--- config.mk ---
export PLATFORM = sky130hd
export DESIGN_NAME = daq_adc_reader
export DESIGN_NICKNAME = d
export VERILOG_FILES = /design/src/rtl/daq_adc_reader.sv
export SDC_FILE = /design/constraint.sdc
export NUM_CORES = 1
export LEC_CHECK = 0
export CAP_MARGIN = 10
export CORE_MARGIN = 2
export CORE_UTILIZATION = 45
export CTS_CLUSTER_SIZE = 16
export DETAILED_ROUTE_END_ITERATION = 10
export PLACE_DENSITY = 0.87
export SLEW_MARGIN = 10
export SYNTH_ARGS = -nofsm -noshare
export SYNTH_HDL_FRONTEND = slang
export SYNTH_SLANG_ARGS = --single-unit
--- constraint.sdc ---
create_clock -name clk_i -period 2.1 [get_ports clk_i]
set_input_delay 0.21 -clock clk_i [delete_from_list [all_inputs] [get_ports clk_i]]
set_output_delay 0.21 -clock clk_i [all_outputs]
set_load 0.01 [all_outputs]
--- src/rtl/daq_adc_reader.sv ---
// daq_adc_reader: after the ADC drops BUSY, reads NUM_CHANNELS parallel words
// with cs_n/rd_n strobes and hands each word to the datapath as a one-cycle
// valid beat tagged with its channel index. A conversion that restarts
// mid-readout aborts the frame and raises a sticky overrun flag.
module daq_adc_reader #(
  parameter int NUM_CHANNELS   = 8,
  parameter int DATA_W         = 16,
  parameter int RD_LOW_CYCLES  = 2,
  parameter int RD_HIGH_CYCLES = 2
) (
  input  logic              clk_i,
  input  logic              reset_i,
  input  logic              en_i,
  input  logic              busy_i,
  input  logic [DATA_W-1:0] db_i,
  input  logic              clr_overrun_i,
  output logic              cs_n_o,
  output logic              rd_n_o,
  output logic [DATA_W-1:0] sample_o,
  output logic [3:0]        chan_o,
  output logic              valid_o,
  output logic              frame_done_o,
  output logic              overrun_o,
  output logic [15:0]       frame_count_o
);

  localparam int CYC_MAX = (RD_LOW_CYCLES > RD_HIGH_CYCLES) ? RD_LOW_CYCLES : RD_HIGH_CYCLES;
  localparam int CNT_W   = (CYC_MAX > 1) ? $clog2(CYC_MAX) : 1;
  localparam logic [CNT_W-1:0] LO_LAST = CNT_W'(RD_LOW_CYCLES - 1);
  localparam logic [CNT_W-1:0] HI_LAST = CNT_W'(RD_HIGH_CYCLES - 1);
  localparam logic [3:0]       CH_LAST = 4'(NUM_CHANNELS - 1);

  typedef enum logic [1:0] {IDLE, CS_SETUP, RD_LO, RD_HI} state_t;

  state_t              state_reg, state_next;
  logic [CNT_W-1:0]    cyc_reg, cyc_next;
  logic [3:0]          chan_cnt_reg, chan_cnt_next;
  logic                busy_meta_reg, busy_sync_reg, busy_prev_reg;
  logic                cs_n_reg, cs_n_next;
  logic                rd_n_reg, rd_n_next;
  logic [DATA_W-1:0]   sample_reg, sample_next;
  logic [3:0]          chan_reg, chan_next;
  logic                valid_reg, valid_next;
  logic                done_reg, done_next;
  logic                overrun_reg, overrun_next;
  logic [15:0]         frame_count_reg;
  logic                frame_inc;
  logic                set_overrun;
  logic                busy_fall, busy_rise;

  // Sync regs come out of reset high so releasing reset never looks like a BUSY fall.
  always_ff @(posedge clk_i or posedge reset_i) begin
    if (reset_i) begin
      busy_meta_reg <= 1'b1;
      busy_sync_reg <= 1'b1;
      busy_prev_reg <= 1'b1;
    end else begin
      busy_meta_reg <= busy_i;
      busy_sync_reg <= busy_meta_reg;
      busy_prev_reg <= busy_sync_reg;
    end
  end

  assign busy_fall = busy_prev_reg & ~busy_sync_reg;
  assign busy_rise = ~busy_prev_reg & busy_sync_reg;

  // State, counters and all registered outputs.
  always_ff @(posedge clk_i or posedge reset_i) begin
    if (reset_i) begin
      state_reg    <= IDLE;
      cyc_reg      <= '0;
      chan_cnt_reg <= '0;
      cs_n_reg     <= 1'b1;
      rd_n_reg     <= 1'b1;
      sample_reg   <= '0;
      chan_reg     <= '0;
      valid_reg    <= 1'b0;
      done_reg     <= 1'b0;
      overrun_reg  <= 1'b0;
    end else begin
      state_reg    <= state_next;
      cyc_reg      <= cyc_next;
      chan_cnt_reg <= chan_cnt_next;
      cs_n_reg     <= cs_n_next;
      rd_n_reg     <= rd_n_next;
      sample_reg   <= sample_next;
      chan_reg     <= chan_next;
      valid_reg    <= valid_next;
      done_reg     <= done_next;
      overrun_reg  <= overrun_next;
    end
  end

  // Frame counter only loads on completion; otherwise it holds its value.
  always_ff @(posedge clk_i or posedge reset_i) begin
    if (reset_i) begin
      frame_count_reg <= '0;
    end else if (frame_inc) begin
      frame_count_reg <= frame_count_reg + 16'd1;
    end
  end

  // Next-state logic; an overrun abort takes priority over normal sequencing.
  always_comb begin
    state_next    = state_reg;
    cyc_next      = cyc_reg;
    chan_cnt_next = chan_cnt_reg;
    sample_next   = sample_reg;
    chan_next     = chan_reg;
    valid_next    = 1'b0;
    done_next     = 1'b0;
    frame_inc     = 1'b0;
    set_overrun   = 1'b0;

    if (busy_rise && (state_reg != IDLE)) begin
      set_overrun = 1'b1;
      state_next  = IDLE;
    end else begin
      case (state_reg)
        IDLE: begin
          if (busy_fall && en_i) state_next = CS_SETUP;
        end
        CS_SETUP: begin
          state_next    = RD_LO;
          cyc_next      = '0;
          chan_cnt_next = '0;
        end
        RD_LO: begin
          if (cyc_reg == LO_LAST) begin
            sample_next = db_i;
            chan_next   = chan_cnt_reg;
            valid_next  = 1'b1;
            cyc_next    = '0;
            state_next  = RD_HI;
          end else begin
            cyc_next = cyc_reg + CNT_W'(1);
          end
        end
        RD_HI: begin
          if (cyc_reg == HI_LAST) begin
            cyc_next = '0;
            if (chan_cnt_reg == CH_LAST) begin
              state_next = IDLE;
              done_next  = 1'b1;
              frame_inc  = 1'b1;
            end else begin
              chan_cnt_next = chan_cnt_reg + 4'd1;
              state_next    = RD_LO;
            end
          end else begin
            cyc_next = cyc_reg + CNT_W'(1);
          end
        end
        default: state_next = IDLE;
      endcase
    end

    // Strobes are decoded from the next state so they change on the same edge as the state.
    cs_n_next = (state_next == IDLE);
    rd_n_next = (state_next != RD_LO);

    // A coincident set beats the clear.
    if (set_overrun)        overrun_next = 1'b1;
    else if (clr_overrun_i) overrun_next = 1'b0;
    else                    overrun_next = overrun_reg;
  end

  assign cs_n_o        = cs_n_reg;
  assign rd_n_o        = rd_n_reg;
  assign sample_o      = sample_reg;
  assign chan_o        = chan_reg;
  assign valid_o       = valid_reg;
  assign frame_done_o  = done_reg;
  assign overrun_o     = overrun_reg;
  assign frame_count_o = frame_count_reg;

endmodule

### Word level (Yosys, flattened, before mapping)

Index checks and enable logic that the tools add are counted.

| storage, ports and cells | value |
|---|---|
| register bits | 51 |
| input port bits | 21 |

| operators by class | value |
|---|---|
| add/subtract/negate cells | 3 |
| equality and inequality tests | 7 |
| muxes and demuxes | 21 |
| bitwise gates (word level) | 5 |
| reduce and logical (&&, ||, !) cells | 12 |

Operators with widths:

| cell | number |
|---|---|
| $add 16x1->16 const B | 1 |
| $mux 1 | 11 |
| $mux 2 | 5 |
| $mux 4 | 2 |
| $pmux 2 s4 | 1 |
| $pmux 4 s2 | 1 |
| $reduce_bool 2->1 | 4 |
| $ne 2x2->1 const B | 3 |
| $add 4x1->4 const B | 1 |
| $eq 2x2->1 const B | 2 |
| $eq 4x3->1 const B | 1 |
| $logic_not 2->1 | 2 |
| $reduce_and 4->1 | 1 |
| $not 1->1 | 3 |
| $reduce_and 3->1 | 1 |
| $and 1x1->1 | 2 |
| $eq 2x1->1 const B | 1 |
| $logic_and 1x1->1 | 2 |
| $pmux 1 s2 | 1 |
| $reduce_and 2->1 | 1 |
| $reduce_or 2->1 | 1 |
| $add 1x1->1 const B | 1 |

### Depth between registers and ports, before layout

| logic depth | value |
|---|---|
| depth after elaboration | 7 |
| depth in mapped cells | 6 |
| depth with buffers taken out | 5 |

### Worst setup path before layout

OpenSTA, ideal clock, no wires.

| timing path | value |
|---|---|
| kind | reg-to-reg |
| start | reg chan_cnt_reg[0] |
| end | reg frame_count_reg[13], in the netlist frame_count_o[13] |
| library setup time | 0.079 ns |
| data arrival time | 1.525 ns |
| required time | 2.021 ns |
| slack | 0.495 ns |
| cell stages (with the launch flop) | 7 |
| buffers on the path | 1 |
| cell sequence | dfrtp_1 -> ha_1 -> nand3b_2 -> or2_1 -> buf_2 -> nor4b_2 -> xor2_1 |

| between the ends | value |
|---|---|
| cells in the longest elaborated chain, start to end | 5 |

RTL lines:

| what | RTL line | text |
|---|---|---|
| from (decl) | 37 | `logic [3:0] chan_cnt_reg, chan_cnt_next;` |
| from (signal assigned) | 83 | `chan_cnt_reg <= chan_cnt_next;` |
| $eq 4x3->1 | 142 | `if (chan_cnt_reg == CH_LAST) begin` |
| $mux 1 | 142 |  |
| $mux 1 | 140 | `if (cyc_reg == HI_LAST) begin` |
| $mux 1 | 119 | `case (state_reg)` |
| $mux 1 | 115 | `if (busy_rise && (state_reg != IDLE)) begin` |
| to (signal assigned) | 99 | `frame_count_reg <= frame_count_reg + 16'd1;` |
| to (decl) | 46 | `logic [15:0] frame_count_reg;` |

Every way passes these cells.
A chain may end at the register's enable or synchronous reset.

### Final worst setup path

| timing path | value |
|---|---|
| start | reg chan_cnt_reg[0] |
| end | reg frame_count_reg[15], in the netlist frame_count_o[15] |

The elaborated chain is that of the path after synthesis.

==> flow_metrics.tcl <==
set metrics [dict create \
    ys_top_cells_by_area "dfrtp_1, mux2_2, dfstp_2, xnor2_1, xor2_1" \
    leakage_nw 1.26 \
    power.density_nw_per_um2 996 \
    synth_cells 161 \
    crit_start "chan_cnt_reg[0]$_DFFE_PP0P_" \
    grt_use_met1_pct 18.7 \
    final_layout_size_suffix_gt1_share_pct 19.8 \
    ant_nets 0 \
    rr_startpoint "chan_cnt_reg[0]$_DFFE_PP0P_" \
    use_met3_pct 3.59 \
    synthDistinctLibCells 34 \
    r2r_setup_slack_ns 0.34 \
    r2r_cells 5 \
    gp_congestion 0.817 \
    fin_skew_ns 0.00908 \
    hpwl_mm 2.95 \
    clk_path_buf_depth 2 \
    fin_crit_sh_pct 84.0 \
    cts_root_buffer "clkbuf_8" \
    cp.required_ns 2.32 \
    cts_tree "done" \
    async_flop_share_pct 100 \
    ctsHoldBuffers 0 \
    die_h_um 73.1 \
    worstSkewPairLatency_ns 0.30 \
    grt_pass1_wl_mm 6.56 \
    ys.flop_type "dfrtp_1" \
    globalRouteTotalUtil_pct 15.8 \
    cts_resized 0 \
    top_level_ports 62 \
    fmax_mhz 567 \
    cp_slowest_cell "dfrtp_1" \
    critPathLaunchType "register" \
    setup_viol 0 \
    syn-cell-area_um2 2150 \
    holdWs_ns 0.211 \
    critPathMaxStageDelay_ns 0.40 \
    busiest_layer "met2" \
    path_class "reg2reg" \
    cp.arrival_ns 1.99 \
    crit_chain "ha_1 -> nand3b_2 -> or2_1 -> nor4_2 -> xor2_1" \
    drt_iter0_markers 77 \
    wirelength_mm 4.03 \
    met2_usage_pct 27.7 \
    regArea_um2 1280 \
    yosysTopAreaCell "dfrtp_1" \
    viasPerCell 5.22 \
    nets 249 \
    dieWidth_um 73.1 \
    core_area_um2 4660 \
    port_buffers 61 \
    rows 25 \
    cts.clk_slew.worst_paths_ns 0.09 \
    cts_setup_buffers 0 \
    maxSlewHeadroom_pct 72.6 \
    synthToLayoutAreaGrowth_pct 35.3 \
    worst_pin_slew_ns 0.409 \
    syn_nets 184 \
    wl_per_cell_um 14.3 \
    yosysWarnings 0 \
    cp-end-kind "register" \
    synth_top_area_share_pct 53.6 \
    hold_viol_final 0 \
    die-area_um2 5340 \
    htree_num_levels 2 \
    synth.avg_cell_area_um2 13.3 \
    first_pass_iters 4 \
    synth_edf_count 0 \
    setup_tns_ns 0 \
    grt_max_degree 35 \
    overflow 0 \
    grt_pass1_vias 1470 \
    maxSlewViolCount 0 \
    status "completed" \
    fillers 385 \
    antenna_found_initial 0 \
    multiInputGateArea_um2 812 \
    cap_violations 0 \
    vias 1467 \
    ir_worst_vdd_mv 0.359 \
    min_period_ns 1.76 \
    initial_core_util_pct 46.0 \
    path_max_fanout 7 \
    cts_sinks 51 \
    min_path_type "in2async" \
    synth.ff_latch_count 51 \
    drc 0 \
    antennaDiodeCount 0 \
    cts_made_buffers 5 \
    seq_area_frac_synth_pct 59.8 \
    rsz0062_at_grt "false" \
]
[layout by cell type, fill, tap and decap left out, types with 2 or more instances in the layout]
master,n
or2_1,2
nor2_1,4
xnor2_1,9
nand4b_1,2
and3_1,5
a31oi_1,2
o21ai_0,3
nand3_2,2
dfstp_2,5
nor3_1,2
inv_1,3
mux2_2,21
nand2b_1,3
buf_4,2
dfrtp_1,46
nand3_1,8
and4_1,3
nand2_1,9
nand4_1,3
o22ai_1,2
clkbuf_8,5
clkdlybuf4s50_1,61
ha_1,2
xor2_1,7
clkbuf_1,2
[worst max-delay path: cells and delay by family, from the launching register on]
kind | cells | cell delay (ns)
simple gates | 3 | 0.90
xor+xnor | 1 | 0.18
flops | 1 | 0.40
fa+ha+maj | 1 | 0.22
[synth_stat cells (2+ instances only)]
cell,n
a31oi_1,2
and3_1,5
and4_1,3
buf_2,5
dfrtp_1,46
dfstp_2,5
ha_1,2
inv_1,4
mux2_2,21
nand2_1,9
nand2b_1,3
nand3_1,8
nand3_2,2
nand4_1,3
nand4b_1,2
nor2_1,4
nor3_1,2
o21ai_0,3
o22ai_1,2
or2_1,2
xnor2_1,9
xor2_1,7
[per-layer routing]
| metal | routed length (µm) | vias up |
|---|---|---|
| li1 | - | 692 |
| met1 | 1680 | 716 |
| met2 | 2030 | 54 |
| met3 | 271 | 5 |
| met4 | 49 | 0 |
| met5 | 0 | - |
[path summary, 6_finish.rpt]
kind / to
worst min register to register: busy_sync_reg$_DFF_PP1_
worst max-delay path: frame_count_o[15]$_DFFE_PP0P_
worst min-delay path: sample_o[14]$_DFFE_PP0P_
worst max register to register: frame_count_o[15]$_DFFE_PP0P_
max in group asynchronous: busy_meta_reg$_DFF_PP1_
min in group clk_i: busy_meta_reg$_DFF_PP1_
[final cells by class]
cell class	count	area share [%]
flip-flops and latches	51	44.2
multi-input cells	100	28.0
repair buffers	64	22.2
clock buffers	7	2.63
well taps	54	2.33
inverters	4	0.517
clock inverters	1	0.172
[through the flow]
step / cells / util (%) / setup WS (ns) / instance area (µm²) / power [W]
after floorplan: 161 / - / 0.495 / 2150 / 0.00188
after global placement: 273 / 60.6 / 0.421 / 2820 / 0.00236
after detailed placement: 273 / 60.6 / 0.326 / 2820 / 0.00240
after CTS: 281 / 62.3 / 0.318 / 2900 / 0.00294
after global routing: 281 / 62.3 / 0.229 / 2900 / 0.00306
final: 281 / 62.3 / 0.335 / 2900 / 0.00289
[report_power, final]
group / leakage (nW) / internal [W] / switching [W]
Clock: 0.0422 / 0.000234 / 0.000293
Combinational: 0.563 / 0.000609 / 0.000379
Sequential: 0.652 / 0.00123 / 0.000145
Total: 1.26 / 0.00208 / 0.000818
[logic make-up after synthesis]
group	after synthesis	synth area share, %
xor gates and xnor gates	16	6.53
adders and majority gates	2	1.17
and+or+nand+nor	50	14.9
muxes	22	11.5
buffers and inverters	10	2.39
DFF	51	59.8
AOI/OAI and AO/OA	10	3.73
No activity file was read; power rests on OpenSTA's default activity.
